File: src/rtl/cpu_step_ctrl.sv
// Run/step/breakpoint sequencer: one cpu_en pulse per instruction,
// with free-run, multi-step and PC-breakpoint halt plus a retire counter.
module cpu_step_ctrl #(
    parameter int RUN_DIV = 4,
    parameter int CNT_W   = 32
) (
    input  logic             clk,
    input  logic             rst,
    input  logic             btn_step,
    input  logic             btn_run,
    input  logic [7:0]       step_num,
    input  logic             brk_en,
    input  logic [31:0]      brk_addr,
    input  logic [31:0]      pc,
    input  logic             clr_cnt,
    output logic             cpu_en,
    output logic             running,
    output logic             brk_hit,
    output logic [CNT_W-1:0] instr_count
);

    localparam logic [1:0] S_IDLE = 2'd0;
    localparam logic [1:0] S_STEP = 2'd1;
    localparam logic [1:0] S_RUN  = 2'd2;
    localparam logic [1:0] S_BRK  = 2'd3;

    localparam logic [15:0] DIV_LAST = 16'(RUN_DIV - 1);

    logic [1:0]  state, nxt_state;
    logic [15:0] div_cnt, nxt_div;
    logic [7:0]  remaining, nxt_rem;
    logic        skip, nxt_skip;
    logic        nxt_en;
    logic        btn_step_q, btn_run_q;
    logic        run_rise, step_rise;
    logic        bp, slot;
    logic [7:0]  step_load;

    assign run_rise  = btn_run & ~btn_run_q;
    assign step_rise = btn_step & ~btn_step_q & ~run_rise;
    assign bp        = brk_en & (pc == brk_addr) & ~skip;
    assign slot      = (div_cnt == DIV_LAST);
    assign step_load = (step_num == 8'd0) ? 8'd1 : step_num;

    always_comb begin
        nxt_state = state;
        nxt_en    = 1'b0;
        nxt_rem   = remaining;
        nxt_skip  = skip;
        nxt_div   = div_cnt;
        case (state)
            S_IDLE, S_BRK: begin
                if (run_rise) begin
                    nxt_state = S_RUN;
                    nxt_div   = 16'd0;
                    nxt_skip  = 1'b1;
                end else if (step_rise) begin
                    nxt_state = S_STEP;
                    nxt_rem   = step_load;
                    nxt_skip  = 1'b1;
                end
            end
            S_STEP: begin
                // A cycle with cpu_en high is the gap: pc is not yet updated.
                if (run_rise) begin
                    nxt_state = S_IDLE;
                end else if (cpu_en) begin
                    if (remaining == 8'd0)
                        nxt_state = S_IDLE;
                end else if (bp) begin
                    nxt_state = S_BRK;
                end else begin
                    nxt_en   = 1'b1;
                    nxt_rem  = remaining - 8'd1;
                    nxt_skip = 1'b0;
                end
            end
            S_RUN: begin
                if (run_rise) begin
                    nxt_state = S_IDLE;
                end else begin
                    nxt_div = slot ? 16'd0 : div_cnt + 16'd1;
                    if (slot) begin
                        if (bp) begin
                            nxt_state = S_BRK;
                        end else begin
                            nxt_en   = 1'b1;
                            nxt_skip = 1'b0;
                        end
                    end
                end
            end
            default: nxt_state = S_IDLE;
        endcase
    end

    always_ff @(posedge clk or posedge rst) begin
        if (rst) begin
            state      <= S_IDLE;
            cpu_en     <= 1'b0;
            running    <= 1'b0;
            brk_hit    <= 1'b0;
            remaining  <= 8'd0;
            div_cnt    <= 16'd0;
            skip       <= 1'b0;
            btn_step_q <= 1'b0;
            btn_run_q  <= 1'b0;
        end else begin
            state      <= nxt_state;
            cpu_en     <= nxt_en;
            running    <= (nxt_state == S_STEP) | (nxt_state == S_RUN);
            brk_hit    <= (nxt_state == S_BRK);
            remaining  <= nxt_rem;
            div_cnt    <= nxt_div;
            skip       <= nxt_skip;
            btn_step_q <= btn_step;
            btn_run_q  <= btn_run;
        end
    end

    always_ff @(posedge clk or posedge rst) begin
        if (rst)
            instr_count <= '0;
        else if (clr_cnt)
            instr_count <= '0;
        else if (cpu_en)
            instr_count <= instr_count + 1'b1;
    end

endmodule

File: config.mk
export PLATFORM = sky130hd
export DESIGN_NAME = cpu_step_ctrl
export DESIGN_NICKNAME = d
export VERILOG_FILES = /design/src/rtl/cpu_step_ctrl.sv
export SDC_FILE = /design/constraint.sdc
export NUM_CORES = 1
export LEC_CHECK = 0
export ABC_AREA = 1
export BUFFER_PORTS_ARGS = -buffer_cell sky130_fd_sc_hd__buf_2
export CORE_MARGIN = 4
export CORE_UTILIZATION = 40
export DETAILED_ROUTE_END_ITERATION = 8
export GPL_TIMING_DRIVEN = 0
export SYNTH_ARGS = -nofsm -noshare
export SYNTH_HDL_FRONTEND = slang
export SYNTH_SLANG_ARGS = --single-unit
File: constraint.sdc
create_clock -name clk -period 2.8 [get_ports clk]
set_clock_uncertainty 0.15 [all_clocks]
set_input_delay 0.14 -clock clk [delete_from_list [all_inputs] [get_ports clk]]
set_output_delay 0.14 -clock clk [all_outputs]
set_load 0.02 [all_outputs]
==> flow_metrics.tcl <==
set metrics [dict create \
    grt_use_met3 0.0428 \
    clockRootBuffer "clkbuf_16" \
    end_kind "flop" \
    slew_headroom 0.530 \
    die_w_um 117 \
    synth_fp_nets 846 \
    die_area_sq_mm 0.0138 \
    syn_area_sq_mm 0.00479 \
    crit_family "simple AND/OR/NAND/NOR gates" \
    seq_area_frac_synth 0.334 \
    grt_use_total 0.197 \
    drt-vias-per-instance 5.07 \
    antenna_found_initial 0 \
    setup_slack_ns 0.424 \
    fin_nets 974 \
    drc 0 \
    yosys_warnings 0 \
    slowest_stage "dfrtp_1" \
    gr-usage-met1 0.254 \
    cts_tree "yes" \
    netlist_instances 761 \
    worstPathCellList "inv_1 -> ha_1 -> clkinv_1 -> nor3_1 -> inv_1 -> o21ai_0 -> nand2_1 -> nand2_1 -> nand2_1 -> o21ai_0 -> ha_1" \
    firstDrtPassIters 5 \
    vias 5259 \
    rr_startpoint "state[1]$_DFF_PP0_" \
    power_mw 3.65 \
    ant_nets 0 \
    worst_pin_slew_ns 0.701 \
    ios 113 \
    finalMaxSlewViolations 0 \
    ys_ff_latch 64 \
    fin_area_sq_mm 0.00590 \
    timing.final.crit_share 0.849 \
    diodes 0 \
    wl_per_cell_um 13.0 \
    cts_setup_buffers 0 \
    p_leak_nw 3.12 \
    pre_cts_slack_ns 0.456 \
    nFillCells 1194 \
    min_path_cells 5 \
    crit_start "state[1]$_DFF_PP0_" \
    clock_path_buffers 2 \
    required_ns 2.86 \
    final_common_cell "nand2_1" \
    portBuffers 112 \
    chipHeight_um 117 \
    finalSetupViolations 0 \
    finalCriticalPeriod_ns 2.38 \
    ff2ff_path_depth 11 \
    fin_tns_setup_ns 0 \
    place_hpwl_um 10900 \
    hold_buffers 4 \
    final_cell_mix "nand2_1 (221), inv_1 (128), buf_2 (114)" \
    critPathLaunchType "flop" \
    core_region_area_sq_mm 0.0116 \
    clock_latency_ns 0.33 \
    hold_violations 0 \
    drive_gt1_frac 0.172 \
    grt_max_degree 40 \
    min_from "step_num[7]" \
    busiest_layer "met2" \
    globalRouteMet2Util 0.335 \
    grt_pass1_wl_um 22700 \
    std_cell_rows 39 \
    area_delta_synth_final_pct 23.1 \
    status "finished clean" \
    clk_pin_slew_ns 0.05 \
    path_common_cell "nand2_1" \
    max_stage_delay_ns 0.40 \
    worstPathMaxFanout 9 \
    cts_buffers 9 \
    drt_iter0_drc 337 \
    worstSetupPathType "flop to flop" \
    routed_wl_um 13500 \
    path_buf_inv 3 \
    rsz0062_at_grt "no" \
    ys_types 41 \
    htree_levels 3 \
    max_freq_ghz 0.421 \
    p_per_area_mw_per_mm2 619 \
    drv_cap 0 \
    holdPathEnd "remaining[7]$_DFFE_PP0P_" \
    critical_path_arrival_ns 2.44 \
    hp-class "input port to flop" \
    cts_resized 0 \
    grt_remaining_overflow 0 \
    placed_area_sq_mm 0.00555 \
    seqCellArea_sq_mm 0.00160 \
    reg2reg_to "running$_DFF_PP0_" \
    syn_area_per_cell_sq_um 6.30 \
    multiInputGateArea_sq_mm 0.00265 \
    initial_core_util 0.414 \
    cts_sinks 64 \
    grt_pass1_vias 4974 \
    place_congestion 0.897 \
    r2r_setup_slack_ns 0.42 \
    vdd_drop_max_uv 522 \
]
## synth_stat cells, drive strengths merged
master / number / area share
nand4: 38 / 0.051
o311a: 1 / 0.0021
buf: 3 / 0.0037
o211a: 1 / 0.0021
inv: 131 / 0.10
and2: 1 / 0.0013
clkbuf: 5 / 0.0039
o21bai: 2 / 0.0031
o21ai: 41 / 0.043
nand3: 41 / 0.045
a31oi: 4 / 0.0052
dfrtp: 64 / 0.33
nor3: 31 / 0.037
a21o: 1 / 0.0016
nor4: 3 / 0.0052
ha: 7 / 0.018
o211ai: 1 / 0.0016
a21oi: 30 / 0.032
clkinv: 3 / 0.0023
xnor2: 8 / 0.015
a211oi: 1 / 0.0016
or2: 5 / 0.0065
xor2: 7 / 0.013
o31ai: 1 / 0.0016
nand2: 222 / 0.17
nand3b: 2 / 0.0031
nor2: 104 / 0.084
and3b: 1 / 0.0018
nor3b: 1 / 0.0039
a22oi: 1 / 0.0016
## area by class of cell
class / count / share of cell area
clock inverters: 6 / 0.0115
clock buffers: 10 / 0.0405
well taps: 143 / 0.0303
flip-flops and latches: 64 / 0.272
multi-input cells: 555 / 0.450
repair buffers: 117 / 0.105
inverters: 134 / 0.0853
plain buffers: 8 / 0.00615
## where the power goes
group	leakage (nW)	switching (mW)	internal [mW]
logic	2.11	0.908	0.460
clock network	0.145	0.420	0.715
registers	0.868	0.0961	1.05
total	3.12	1.42	2.23
## metrics by stage
step / cells / hold WS, ns / util
global route: 1037 / 0.0730 / 0.510
global placement: 1016 / 0.114 / 0.478
CTS: 1037 / 0.0259 / 0.510
floorplan: 761 / 0.0214 / -
detailed placement: 1017 / 0.0870 / 0.480
finish: 1037 / 0.0331 / 0.510
## tightest hold or removal path: stages
cell and delay (ns):
buf_2 0.09, nand2_1 0.05, nand2_1 0.06, nand4_1 0.08
nand2_1 0.07
## state kept, by name (all words and copies together) (netlist names)
register     count
instr_count     32
div_cnt         16
remaining        8
state            2
brk_hit          1
btn_run_q        1
btn_step_q       1
cpu_en           1
running          1
skip             1
## logic make-up after synthesis
family	Yosys count	synth area share
xor gates and xnor gates	15	0.0274
buffers and inverters	142	0.113
and+or+nand+nor	449	0.412
adders and majority gates	7	0.0183
DFF	64	0.334
AOI/OAI and AO/OA	84	0.0953
## how the worst max path moves through the flow
stage	slack, ns	endpoint	cells after the start
floorplan	0.76	running$_DFF_PP0_	11
global placement	0.06	instr_count[31]$_DFFE_PP0P_	2
detailed placement	0.46	running$_DFF_PP0_	11
CTS	0.44	running$_DFF_PP0_	11
global route	0.18	running$_DFF_PP0_	11
finish	0.42	running$_DFF_PP0_	11
## layer usage
metal / wire (um) / up-vias
met3: 634 / 17
met2: 6560 / 142
li1: - / 2684
met5: 0 / -
met4: 204 / 0
met1: 6110 / 2416
(Power assumes the default switching activity.)
